===== src/rtl/exp3_datapath.sv =====
// exp3_datapath
// Datapath of the Exp. 3 memory-sequence game. A 4-bit address counter
// walks a fixed 16x4 ROM holding the sequence the player must repeat.
// A 4-bit register captures the player's switches, and a comparator flags
// when the captured value matches the ROM word at the current address.
// An external control unit sequences everything through zeraC/contaC and
// zeraR/registraR.
//
// Ports:
//   clock              in   1  system clock, rising-edge active
//   reset_n            in   1  asynchronous active-low reset (counter, register)
//   zeraC              in   1  synchronous counter clear (wins over contaC)
//   contaC             in   1  counter increment enable
//   zeraR              in   1  synchronous register clear (wins over registraR)
//   registraR          in   1  register load enable (captures chaves)
//   chaves             in   4  player switches
//   chavesIgualMemoria out  1  register value equals current ROM word
//   fimC               out  1  counter is at its last address (15)
//   db_contagem        out  4  counter value / ROM address (debug)
//   db_chaves          out  4  register value (debug)
//   db_memoria         out  4  ROM word at current address (debug)

module exp3_datapath (
    input  logic       clock,
    input  logic       reset_n,
    input  logic       zeraC,
    input  logic       contaC,
    input  logic       zeraR,
    input  logic       registraR,
    input  logic [3:0] chaves,
    output logic       chavesIgualMemoria,
    output logic       fimC,
    output logic [3:0] db_contagem,
    output logic [3:0] db_chaves,
    output logic [3:0] db_memoria
);

    logic [3:0] contagem;
    logic [3:0] valorChaves;
    logic [3:0] palavraMemoria;

    // Address counter: clear has priority over counting; the 4-bit
    // addition wraps naturally from 15 back to 0.
    always_ff @(posedge clock or negedge reset_n) begin
        if (!reset_n) begin
            contagem <= 4'd0;
        end else if (zeraC) begin
            contagem <= 4'd0;
        end else if (contaC) begin
            contagem <= contagem + 4'd1;
        end
    end

    // Switch register: clear has priority over loading, otherwise the
    // stored value holds no matter how the switches move.
    always_ff @(posedge clock or negedge reset_n) begin
        if (!reset_n) begin
            valorChaves <= 4'd0;
        end else if (zeraR) begin
            valorChaves <= 4'd0;
        end else if (registraR) begin
            valorChaves <= chaves;
        end
    end

    // Fixed game sequence, read combinationally so the word follows the
    // address in the same cycle the counter changes.
    always_comb begin
        palavraMemoria = 4'b0001;
        case (contagem)
            4'd0:  palavraMemoria = 4'b0001;
            4'd1:  palavraMemoria = 4'b0010;
            4'd2:  palavraMemoria = 4'b0100;
            4'd3:  palavraMemoria = 4'b1000;
            4'd4:  palavraMemoria = 4'b0100;
            4'd5:  palavraMemoria = 4'b0010;
            4'd6:  palavraMemoria = 4'b0001;
            4'd7:  palavraMemoria = 4'b0001;
            4'd8:  palavraMemoria = 4'b0010;
            4'd9:  palavraMemoria = 4'b0010;
            4'd10: palavraMemoria = 4'b0100;
            4'd11: palavraMemoria = 4'b0100;
            4'd12: palavraMemoria = 4'b1000;
            4'd13: palavraMemoria = 4'b1000;
            4'd14: palavraMemoria = 4'b0001;
            4'd15: palavraMemoria = 4'b0100;
            default: palavraMemoria = 4'b0001;
        endcase
    end

    assign chavesIgualMemoria = (valorChaves == palavraMemoria);
    assign fimC               = (contagem == 4'b1111);
    assign db_contagem        = contagem;
    assign db_chaves          = valorChaves;
    assign db_memoria         = palavraMemoria;

endmodule


===== config.mk =====
export PLATFORM = sky130hd
export DESIGN_NAME = exp3_datapath
export DESIGN_NICKNAME = d
export VERILOG_FILES = /design/src/rtl/exp3_datapath.sv
export SDC_FILE = /design/constraint.sdc
export NUM_CORES = 1
export LEC_CHECK = 0
export ABC_CLOCK_PERIOD_IN_PS = 4200
export CAP_MARGIN = 5
export CORE_AREA = 5 5 42 44
export CTS_BUF_LIST = sky130_fd_sc_hd__clkbuf_4 sky130_fd_sc_hd__clkbuf_8
export DETAILED_ROUTE_END_ITERATION = 16
export DIE_AREA = 0 0 47 49
export PLACE_DENSITY = 0.86
export SLEW_MARGIN = 10
export SYNTH_ARGS = -nofsm -noshare
export SYNTH_HDL_FRONTEND = slang
export SYNTH_SLANG_ARGS = --single-unit

===== constraint.sdc =====
create_clock -name clock -period 4.2 [get_ports clock]
set_input_delay 0.84 -clock clock [delete_from_list [all_inputs] [get_ports clock]]
set_output_delay 0.84 -clock clock [all_outputs]
set_load 0.01 [all_outputs]

==> metrics.yaml <==
run_status:
  status: "complete, no violations"
cells_and_area:
  seq_area_um2: 200.2
  fin_area_um2: 857.1
  nNetsFinal: 104
  fin_util: 0.6116
  multiInputGateArea_um2: 365.4
  drive_gt1_frac: 0.05814
  areaGrowthSynthToFinish_pct: 41.24
  n_antenna_cell: 0
  layout_commonest_cell: "clkdlybuf4s50_1"
  layout.cells.non_filler: 102
  final_cell_mix: "clkdlybuf4s50_1 (23), nor2_1 (9), dfrtp_1 (8)"
  fillCellCount: 124
synthesis:
  syn_area_um2: 606.8
  synth_area_per_cell_um2: 9.482
  ys_types: 28
  synth_cells: 64
  synth_nets: 80
  yosys_warnings: 0
  yosysSeqAreaShare: 0.3299
  yosys_register_bits: 8
clock_tree:
  cts.sinks: 8
  numCtsBuffers: 3
  cts_hold_buf: 0
  postCtsResizedCells: 0
  clockBufferDepth: 2
  cts-root-buf: "clkbuf_4"
  insertion_delay_ns: 0.25
  h-tree-depth: 1
  clkTransAtPathRegs_ns: 0.06
  post-cts-setup-buffers: 0
  cts_tree: "built"
timing:
  fin_setup_tns_ns: 0
  min_period_ns: 3.485
  finalSetupViolCount: 0
  fin_crit_sh: 0.8298
  tightest_slew_ns: 0.4212
  whs_ns: 0.6038
  layout_setup_ws_ns: 0.7148
  maxClockFrequency_mhz: 286.9
  relSlewSlack: 0.7192
  drv_slew: 0
  grt_setup_unrepaired: "no"
  hold_violations: 0
  skew_ns: 0.0002440
placement:
  portBuffers: 23
  gp_congestion: 0.7699
  dp_worst_setup_slack_ns: 0.9941
  dpl_cell_area_um2: 834.6
  hpwlAfterDp_mm: 1.282
  dp.cells: 99
drt:
  vias: 540
  drtAntennaViolNets: 0
  wl_mm: 1.526
  wl_per_cell_um: 14.96
  drt_iter0_drc: 5
  via_per_inst: 5.294
  drc: 0
  first_pass_iters: 4
hold_path:
  holdPathStages: 2
  whs_endpoint: "db_chaves[3]"
  hold_path_class: "flip-flop to flip-flop"
  hp-start: "db_chaves[3]"
global_routing:
  grt_max_degree: 15
  grt_overflow: 0
  grt_usage: 0.1526
  grt_pass1_wl_mm: 2.553
  antenna_found_initial: 0
  grt_pass1_vias: 569
setup_path:
  cp-start-kind: "flip-flop"
  critical_path_arrival_ns: 2.65
  ff2ff_setup_slack_ns: 2.88
  path_max_fanout: 14
  r2r_end: "db_contagem[2]"
  reg2reg_depth: 3
  r2r-start: "db_contagem[2]"
  end_kind: "output pin"
  critPathKind: "flip-flop to output pin"
  cp_data_required_time_ns: 3.36
power:
  cellLeakagePower_nw: 0.3925
  totalPowerFinal_mw: 0.2251
  peakVddDrop_uv: 191.0
  powerDensity_nw_per_um2: 262.6
floorplan:
  start_util: 0.4330
  num_rows: 14
  die_h_um: 49
  io_pins: 24
  dieArea_um2: 2303
  core_region_area_um2: 1401
  die-width_um: 47
run:
  maxCapViolCount: 0
[cell type report]
cell class,count,share of cell area
clock buffer,3,0.02628
multi-input combinational,47,0.4263
tap,16,0.02336
sequential,8,0.2336
inverter,5,0.02190
timing repair buffer,23,0.2686
[worst max path at each step]
| stage | from | endpoint | slack [ns] | depth (start not counted) |
|---|---|---|---|---|
| 2_1_floorplan | db_contagem[2] | chavesIgualMemoria | 1.43 | 7 |
| 3_3_place_gp | db_contagem[2] | chavesIgualMemoria | 1.02 | 7 |
| 3_5_place_dp | db_contagem[2] | chavesIgualMemoria | 0.99 | 7 |
| 4_1_cts | db_contagem[2] | chavesIgualMemoria | 0.71 | 7 |
| 5_1_grt | db_contagem[1] | chavesIgualMemoria | 0.52 | 7 |
| 6_report | db_contagem[2] | chavesIgualMemoria | 0.71 | 7 |
[logic make-up (layout without fill, tap and decap cells)]
| kind of cell | Yosys count | after routing | synth area share |
|---|---|---|---|
| compound gates | 10 | 10 | 0.1134 |
| mux | 7 | 7 | 0.1381 |
| fa+ha+maj | 6 | 6 | 0.1237 |
| simple gates | 20 | 20 | 0.1691 |
| flops | 8 | 8 | 0.3299 |
| buf+inv | 9 | 31 | 0.06804 |
| xor+xnor | 4 | 4 | 0.05774 |
[metal layers]
metal  vias up  GRT usage  share of wire
met3         2    0.05904          0.052
met5         -          0              0
met4         0    0.04147          0.010
met2        14     0.2602           0.56
li1        270          -              -
met1       254     0.1689           0.38
[worst max-delay path: stages (launching register included)]
cell	delay [ns]
dfrtp_1	0.60
inv_1	0.14
ha_1	0.22
nor2b_1	0.14
or3_1	0.36
a221o_1	0.32
nor2_1	0.08
clkdlybuf4s50_1	0.53
[where the power goes]
part	leakage (nW)	internal, mW	switching, mW
registers	0.107	0.0817	0.00992
clock network	0.0138	0.0327	0.0256
logic	0.272	0.0442	0.0310
[Yosys cell counts]
cell type / instances / area (um^2)
clkbuf_1: 3 / 11.26
dfrtp_1: 8 / 200.2
buf_6: 1 / 11.26
nor3b_1: 2 / 15.01
a21oi_1: 1 / 5.000
nor2_1: 9 / 33.78
or3_1: 1 / 6.260
xnor2_1: 2 / 17.52
o221ai_1: 1 / 8.760
o31ai_1: 1 / 7.510
mux4_2: 1 / 22.52
nand2_1: 2 / 7.510
nand2b_1: 1 / 6.260
xor2_1: 2 / 17.52
a31oi_1: 1 / 6.260
a221o_1: 1 / 10.01
nor2b_1: 1 / 6.260
and3_1: 1 / 6.260
mux2i_1: 5 / 50.05
a211oi_1: 1 / 7.510
and3b_1: 1 / 8.760
mux2_1: 1 / 11.26
a32oi_1: 1 / 8.760
ha_1: 6 / 75.07
or2_2: 1 / 6.260
o21ai_0: 3 / 15.01
inv_1: 5 / 18.77
nand4_1: 1 / 6.260
[flip-flops by register name, summed over array words and instances (netlist names)]
| name | count |
|---|---|
| db_chaves | 4 |
| db_contagem | 4 |
(Power assumes the default switching activity.)
